===== config.mk =====
export PLATFORM = sky130hd
export DESIGN_NAME = lif_step_scheduler
export DESIGN_NICKNAME = d
export VERILOG_FILES = /design/src/rtl/lif_step_scheduler_pkg.sv /design/src/rtl/lif_update_unit.sv /design/src/rtl/lif_step_scheduler.sv
export SDC_FILE = /design/constraint.sdc
export NUM_CORES = 1
export LEC_CHECK = 0
export CAP_MARGIN = 20
export CORE_ASPECT_RATIO = 0.9
export CORE_UTILIZATION = 67
export CTS_CLUSTER_DIAMETER = 80
export CTS_CLUSTER_SIZE = 25
export DETAILED_ROUTE_END_ITERATION = 8
export HOLD_SLACK_MARGIN = 0.15
export PLACE_DENSITY_LB_ADDON = 0.15
export SYNTH_ARGS = -nofsm -noshare
export SYNTH_HDL_FRONTEND = slang
export SYNTH_SLANG_ARGS = --single-unit

===== constraint.sdc =====
create_clock -name i_clk -period 23.7 [get_ports i_clk]
set_clock_uncertainty 0.15 [all_clocks]
set_input_delay 5.925 -clock i_clk [delete_from_list [all_inputs] [get_ports i_clk]]
set_output_delay 5.925 -clock i_clk [all_outputs]
set_load 0.03 [all_outputs]

===== src/rtl/lif_step_scheduler_pkg.sv =====
// Shared types and reset constants for the LIF step scheduler.
// Potentials and config words are Q16.16 signed 32-bit values.
package lif_step_scheduler_pkg;

    typedef logic signed [31:0] fixed_t;

    localparam logic [31:0] VTH_DEF  = 32'h0000FC93;
    localparam logic [31:0] LEAK_DEF = 32'h00002000;
    localparam logic [31:0] W_DEF    = 32'h00002000;

    typedef enum logic [1:0] {
        IDLE   = 2'd0,
        UPDATE = 2'd1,
        DONE   = 2'd2
    } state_e;

    localparam logic [1:0] CFG_VTH  = 2'd0;
    localparam logic [1:0] CFG_LEAK = 2'd1;
    localparam logic [1:0] CFG_W    = 2'd2;

    function automatic fixed_t sat32(input logic signed [39:0] x);
        if (x > 40'sh007FFFFFFF)
            return 32'sh7FFFFFFF;
        else if (x < -40'sh0080000000)
            return 32'sh80000000;
        else
            return x[31:0];
    endfunction

endpackage


===== src/rtl/lif_update_unit.sv =====
// Combinational single-neuron LIF update: integrate or leak, threshold, refractory.
module lif_update_unit
    import lif_step_scheduler_pkg::*;
#(
    parameter int FANIN        = 8,
    parameter int REFRAC_STEPS = 1,
    parameter int RW           = 1
) (
    input  logic [31:0]      i_v,
    input  logic [RW-1:0]    i_refrac,
    input  logic [FANIN-1:0] i_inputs,
    input  logic [31:0]      i_vth,
    input  logic [31:0]      i_leak,
    input  logic [31:0]      i_w,
    output logic [31:0]      o_v_new,
    output logic [RW-1:0]    o_refrac_new,
    output logic             o_spike
);

    localparam int CW = $clog2(FANIN + 1);

    logic [CW-1:0]      w_cnt;
    logic signed [39:0] w_a;
    logic signed [39:0] w_sum;
    logic signed [39:0] w_dif;
    fixed_t             w_int;

    always_comb begin
        w_cnt = '0;
        for (int b = 0; b < FANIN; b++)
            w_cnt = w_cnt + CW'(i_inputs[b]);
    end

    // 40-bit products keep FANIN * max weight from wrapping before saturation.
    assign w_a   = $signed({{(40-CW){1'b0}}, w_cnt}) * $signed({{8{i_w[31]}}, i_w});
    assign w_sum = $signed({{8{i_v[31]}}, i_v}) + w_a;
    assign w_dif = $signed({{8{i_v[31]}}, i_v}) - $signed({{8{i_leak[31]}}, i_leak});

    always_comb begin
        w_int        = '0;
        o_v_new      = '0;
        o_refrac_new = '0;
        o_spike      = 1'b0;
        if (w_a > 40'sd0)
            w_int = sat32(w_sum);
        else if (w_dif < 40'sd0)
            w_int = '0;
        else
            w_int = sat32(w_dif);

        if (i_refrac != '0) begin
            o_refrac_new = i_refrac - RW'(1);
        end else if (w_int >= $signed(i_vth)) begin
            o_spike      = 1'b1;
            o_refrac_new = RW'(REFRAC_STEPS);
        end else begin
            o_v_new = w_int;
        end
    end

endmodule


===== src/rtl/lif_step_scheduler.sv =====
// Walks one LIF update datapath across all neurons per accepted timestep and
// owns the runtime threshold/leak/weight configuration.
module lif_step_scheduler
    import lif_step_scheduler_pkg::*;
#(
    parameter int          NUM_NEURONS  = 4,
    parameter int          FANIN        = 8,
    parameter int          REFRAC_STEPS = 1,
    parameter logic [31:0] VTH_RST      = VTH_DEF,
    parameter logic [31:0] LEAK_RST     = LEAK_DEF,
    parameter logic [31:0] W_RST        = W_DEF,
    localparam int         IW = (NUM_NEURONS > 1) ? $clog2(NUM_NEURONS) : 1
) (
    input  logic                         i_clk,
    input  logic                         i_rst,
    input  logic                         i_step_valid,
    output logic                         o_step_ready,
    input  logic [NUM_NEURONS*FANIN-1:0] i_in_spikes,
    input  logic                         i_cfg_we,
    input  logic [1:0]                   i_cfg_addr,
    input  logic [31:0]                  i_cfg_data,
    output logic                         o_cfg_err,
    output logic                         o_vout_valid,
    output logic [IW-1:0]                o_vout_idx,
    output logic [31:0]                  o_vout_data,
    output logic [NUM_NEURONS-1:0]       o_spike_out,
    output logic                         o_spike_valid,
    output logic [1:0]                   o_state
);

    localparam int RW = (REFRAC_STEPS > 0) ? $clog2(REFRAC_STEPS + 1) : 1;

    // Handshake: a step is taken on any clock edge where i_step_valid && o_step_ready;
    // o_step_ready is high only in IDLE and i_in_spikes is sampled on that same edge.
    state_e                 r_state;
    logic [IW-1:0]          r_idx;
    logic [FANIN-1:0]       r_in [NUM_NEURONS];
    logic [31:0]            r_v [NUM_NEURONS];
    logic [RW-1:0]          r_ref [NUM_NEURONS];
    logic [31:0]            r_vth;
    logic [31:0]            r_leak;
    logic [31:0]            r_w;
    logic [NUM_NEURONS-1:0] r_shadow;
    logic                   r_step_ready;
    logic                   r_cfg_err;
    logic                   r_vout_valid;
    logic [IW-1:0]          r_vout_idx;
    logic [31:0]            r_vout_data;
    logic [NUM_NEURONS-1:0] r_spike_out;
    logic                   r_spike_valid;

    logic          w_accept;
    logic [31:0]   w_v_new;
    logic [RW-1:0] w_ref_new;
    logic          w_spike;

    assign w_accept = i_step_valid && r_step_ready;

    lif_update_unit #(
        .FANIN       (FANIN),
        .REFRAC_STEPS(REFRAC_STEPS),
        .RW          (RW)
    ) u_update (
        .i_v         (r_v[r_idx]),
        .i_refrac    (r_ref[r_idx]),
        .i_inputs    (r_in[r_idx]),
        .i_vth       (r_vth),
        .i_leak      (r_leak),
        .i_w         (r_w),
        .o_v_new     (w_v_new),
        .o_refrac_new(w_ref_new),
        .o_spike     (w_spike)
    );

    always_ff @(posedge i_clk or negedge i_rst) begin
        if (!i_rst) begin
            r_state       <= IDLE;
            r_idx         <= '0;
            r_vth         <= VTH_RST;
            r_leak        <= LEAK_RST;
            r_w           <= W_RST;
            r_shadow      <= '0;
            r_step_ready  <= 1'b1;
            r_cfg_err     <= 1'b0;
            r_vout_valid  <= 1'b0;
            r_vout_idx    <= '0;
            r_vout_data   <= '0;
            r_spike_out   <= '0;
            r_spike_valid <= 1'b0;
            for (int k = 0; k < NUM_NEURONS; k++) begin
                r_in[k]  <= '0;
                r_v[k]   <= '0;
                r_ref[k] <= '0;
            end
        end else begin
            r_cfg_err     <= 1'b0;
            r_vout_valid  <= 1'b0;
            r_spike_valid <= 1'b0;

            // Config only lands between steps so a running step sees one consistent set.
            if (i_cfg_we) begin
                if (r_state == IDLE) begin
                    case (i_cfg_addr)
                        CFG_VTH:  r_vth  <= i_cfg_data;
                        CFG_LEAK: r_leak <= i_cfg_data;
                        CFG_W:    r_w    <= i_cfg_data;
                        default:  ;
                    endcase
                end else begin
                    r_cfg_err <= 1'b1;
                end
            end

            case (r_state)
                IDLE: begin
                    if (w_accept) begin
                        for (int k = 0; k < NUM_NEURONS; k++)
                            r_in[k] <= i_in_spikes[k*FANIN +: FANIN];
                        r_idx        <= '0;
                        r_shadow     <= '0;
                        r_step_ready <= 1'b0;
                        r_state      <= UPDATE;
                    end
                end
                UPDATE: begin
                    r_v[r_idx]      <= w_v_new;
                    r_ref[r_idx]    <= w_ref_new;
                    r_shadow[r_idx] <= w_spike;
                    r_vout_valid    <= 1'b1;
                    r_vout_idx      <= r_idx;
                    r_vout_data     <= w_v_new;
                    if (r_idx == IW'(NUM_NEURONS - 1))
                        r_state <= DONE;
                    else
                        r_idx <= r_idx + IW'(1);
                end
                DONE: begin
                    r_spike_out   <= r_shadow;
                    r_spike_valid <= 1'b1;
                    r_step_ready  <= 1'b1;
                    r_state       <= IDLE;
                end
                default: r_state <= IDLE;
            endcase
        end
    end

    assign o_step_ready  = r_step_ready;
    assign o_cfg_err     = r_cfg_err;
    assign o_vout_valid  = r_vout_valid;
    assign o_vout_idx    = r_vout_idx;
    assign o_vout_data   = r_vout_data;
    assign o_spike_out   = r_spike_out;
    assign o_spike_valid = r_spike_valid;
    assign o_state       = r_state;

endmodule


==> results.json <==
{
  "outcome": "finished clean",
  "coreArea_um2": 35100,
  "hpwl_mm": 58.1,
  "nFillCells": 2467,
  "dieArea_um2": 36400,
  "clk_latency_ps": 580,
  "avgViaCountPerCell": 6.67,
  "grt_max_degree": 85,
  "tightestPinTransition_ps": 1170,
  "yosysWarnings": 0,
  "postCtsHoldBufs": 0,
  "grt_remaining_overflow": 0,
  "synth_edf_count": 0,
  "ys_types": 80,
  "yosysTopAreaCell": "dfrtp_1",
  "crit_path_max_fanout": 32,
  "num_rows": 65,
  "crit_slowest_cell": "o21a_1",
  "wl_met2_mm": 33.9,
  "ys_seq_elements": 310,
  "synth-seq-area-share_pct": 32.6,
  "die_h_um": 181,
  "ys_dominant_reg_cell": "dfrtp_1",
  "syn_inst": 2652,
  "yosys.cell_count.top_type": "nand2_1",
  "period_needed_ps": 16470,
  "port_buffers": 113,
  "antenna_left": 0,
  "top_layer_used": "met4",
  "wl_per_cell_um": 24.1,
  "path_class": "flop to flop",
  "start_util_pct": 68.1,
  "num_io_pins": 114,
  "path_buf_inv": 3,
  "synth.area.top_cells": "dfrtp_1, ha_1, fa_1",
  "grt_pass1_vias": 20902,
  "firstDrtPassIters": 7,
  "clockBufferDepth": 3,
  "finalNetCount": 3005,
  "worstPathArrival_ps": 16840,
  "htree_num_levels": 1,
  "root_buffer": "clkbuf_16",
  "cp_data_required_time_ps": 24070,
  "cts_inserted_buffers": 20,
  "rsz0062_at_grt": "false",
  "worstSetupEndpointType": "flop",
  "path_clk_slew_ps": 100,
  "max_slew_margin_pct": 21.7,
  "crit_path_max_incr_delay_ps": 780,
  "hold_class": "flop to flop",
  "fmax_mhz": 60.7,
  "syn_to_final_growth_pct": 9.17,
  "critPathTopFamily": "simple AND/OR/NAND/NOR gates",
  "cts_setup_buffers": 0,
  "yosysTopAreaCellShare_pct": 31.1,
  "grt_antenna_before_repair": 0,
  "drc_errors": 0,
  "synthArstFlopShare_pct": 100,
  "met3_length_mm": 7.23,
  "cts_tree": "done",
  "yosys-top-cells-count": "nand2_1, dfrtp_1, inv_1",
  "cap_violations": 0,
  "gp_routability_congestion": 1.10,
  "synth_nets": 2976,
  "post_cts_resize_count": 0,
  "drive_gt1_share_pct": 8.61,
  "drv_slew": 0,
  "startpoint_type": "flop",
  "first_iter_violations": 2405,
  "groute.usage.overall_pct": 41.9,
  "routed_wl_mm": 76.2,
  "syn_avg_cell_area_um2": 9.00,
  "setup_tns_ps": 0,
  "netlist_area_um2": 23900,
  "hold_viol": 0,
  "report.final.setup_viol": 0,
  "wl_met1_mm": 30.5,
  "vias": 21109,
  "fp.dieW_um": 201,
  "cts_sinks": 310,
  "fin_crit_sh_pct": 69.5,
  "grt_pass1_wl_mm": 118
}
==> flip-flops by register name, summed over array words and instances (netlist names) <==
register	count
o_state	2
r_w	32
r_ref	4
o_vout_idx	2
o_cfg_err	1
r_idx	2
r_in	32
r_shadow	4
o_vout_data	32
r_leak	32
r_v	128
o_vout_valid	1
r_vth	32
o_step_ready	1
o_spike_valid	1
o_spike_out	4
==> metrics by stage <==
step / setup slack [ps] / instances / utilization [%] / instance area, um^2 / hold slack [ps]
after CTS: 7300 / 3158 / 74.0 / 26000 / 335
after global placement: 6610 / 3120 / 72.0 / 25200 / 305
after detailed placement: 7390 / 3123 / 72.1 / 25300 / 310
after global routing: 6600 / 3163 / 74.3 / 26100 / 355
after floorplan: 10100 / 2652 / - / 23900 / 290
final: 7230 / 3164 / 74.3 / 26100 / 339
==> worst register-to-register path, delay by kind of cell (launching register included) <==
family / cells / cell delay, ps
XOR/XNOR: 2 / 780
buffers and inverters: 3 / 180
AO/OA/AOI/OAI: 12 / 3490
adder cells (fa/ha/maj): 10 / 4420
multiplexers: 2 / 1060
AND/OR/NAND/NOR: 18 / 5810
flip-flops: 1 / 550
==> worst paths after layout <==
kind	end	depth (start not counted)	slack [ps]	startpoint
max	r_v[51]	47	7230	r_idx[0]
min	o_vout_data[20]	2	340	o_vout_data[20]
max reg2reg	r_v[51]	47	7230	r_idx[0]
min reg2reg	o_vout_data[20]	2	340	o_vout_data[20]
max in group asynchronous	r_v[46]	2	16830	i_rst
min in group asynchronous	r_w[12]	1	5180	i_rst
==> routing by layer <==
| layer | GRT usage [%] | vias to the layer above |
|---|---|---|
| li1 | - | 9309 |
| met1 | 57.7 | 10285 |
| met2 | 63.6 | 1236 |
| met3 | 7.34 | 279 |
| met4 | 22.2 | 0 |
| met5 | 0.794 | - |
==> final cells by class <==
class	count	area [um^2]	share of cell area [%]
clock buffer	22	508	1.95
timing repair buffer	142	1420	5.46
inverter	216	811	3.11
clock inverter	13	179	0.687
antenna	1	2.50	0.00960
multi-input combinational	1991	14800	56.7
sequential	310	7780	29.8
tap	469	587	2.25
==> kinds of logic (layout without fill, tap and decap cells) <==
family                   count (synthesis)  in the layout  share of synthesized area (%)
AO/OA/AOI/OAI                          677            677                           18.2
multiplexers                           138            138                           8.56
buffers and inverters                  351            393                           5.68
XOR/XNOR                                93             93                           3.41
AND/OR/NAND/NOR                        829            829                           16.1
other                                    0              1                              0
adder cells (fa/ha/maj)                254            254                           15.5
flip-flops                             310            310                           32.6
==> cell usage in the layout (no fill, tap or decap), types with 10 or more instances in the layout <==
| master | count |
|---|---|
| clkdlybuf4s50_1 | 112 |
| mux2i_1 | 15 |
| o31ai_1 | 15 |
| a31oi_1 | 24 |
| mux4_2 | 41 |
| nor2b_1 | 50 |
| o21ai_1 | 33 |
| and3_1 | 12 |
| a211oi_1 | 18 |
| o21ai_0 | 188 |
| a22o_1 | 27 |
| inv_1 | 215 |
| clkbuf_16 | 21 |
| dfstp_2 | 13 |
| buf_4 | 23 |
| nand4_1 | 25 |
| fa_1 | 71 |
| and2_1 | 71 |
| o21bai_1 | 15 |
| ha_1 | 183 |
| nand2_1 | 362 |
| a21oi_1 | 156 |
| a21o_1 | 66 |
| nand2b_1 | 33 |
| xor2_1 | 38 |
| dfrtp_1 | 295 |
| nor4_1 | 13 |
| a221o_1 | 30 |
| nand3_1 | 44 |
| xnor2_1 | 54 |
| nor2_1 | 165 |
| mux2_2 | 74 |
| or2_2 | 10 |
| nor3_1 | 19 |
| o21a_1 | 19 |
Power is left out: the tool's default activity adds up to more than one toggle a clock period on the data nets, which glitch-free logic cannot reach.
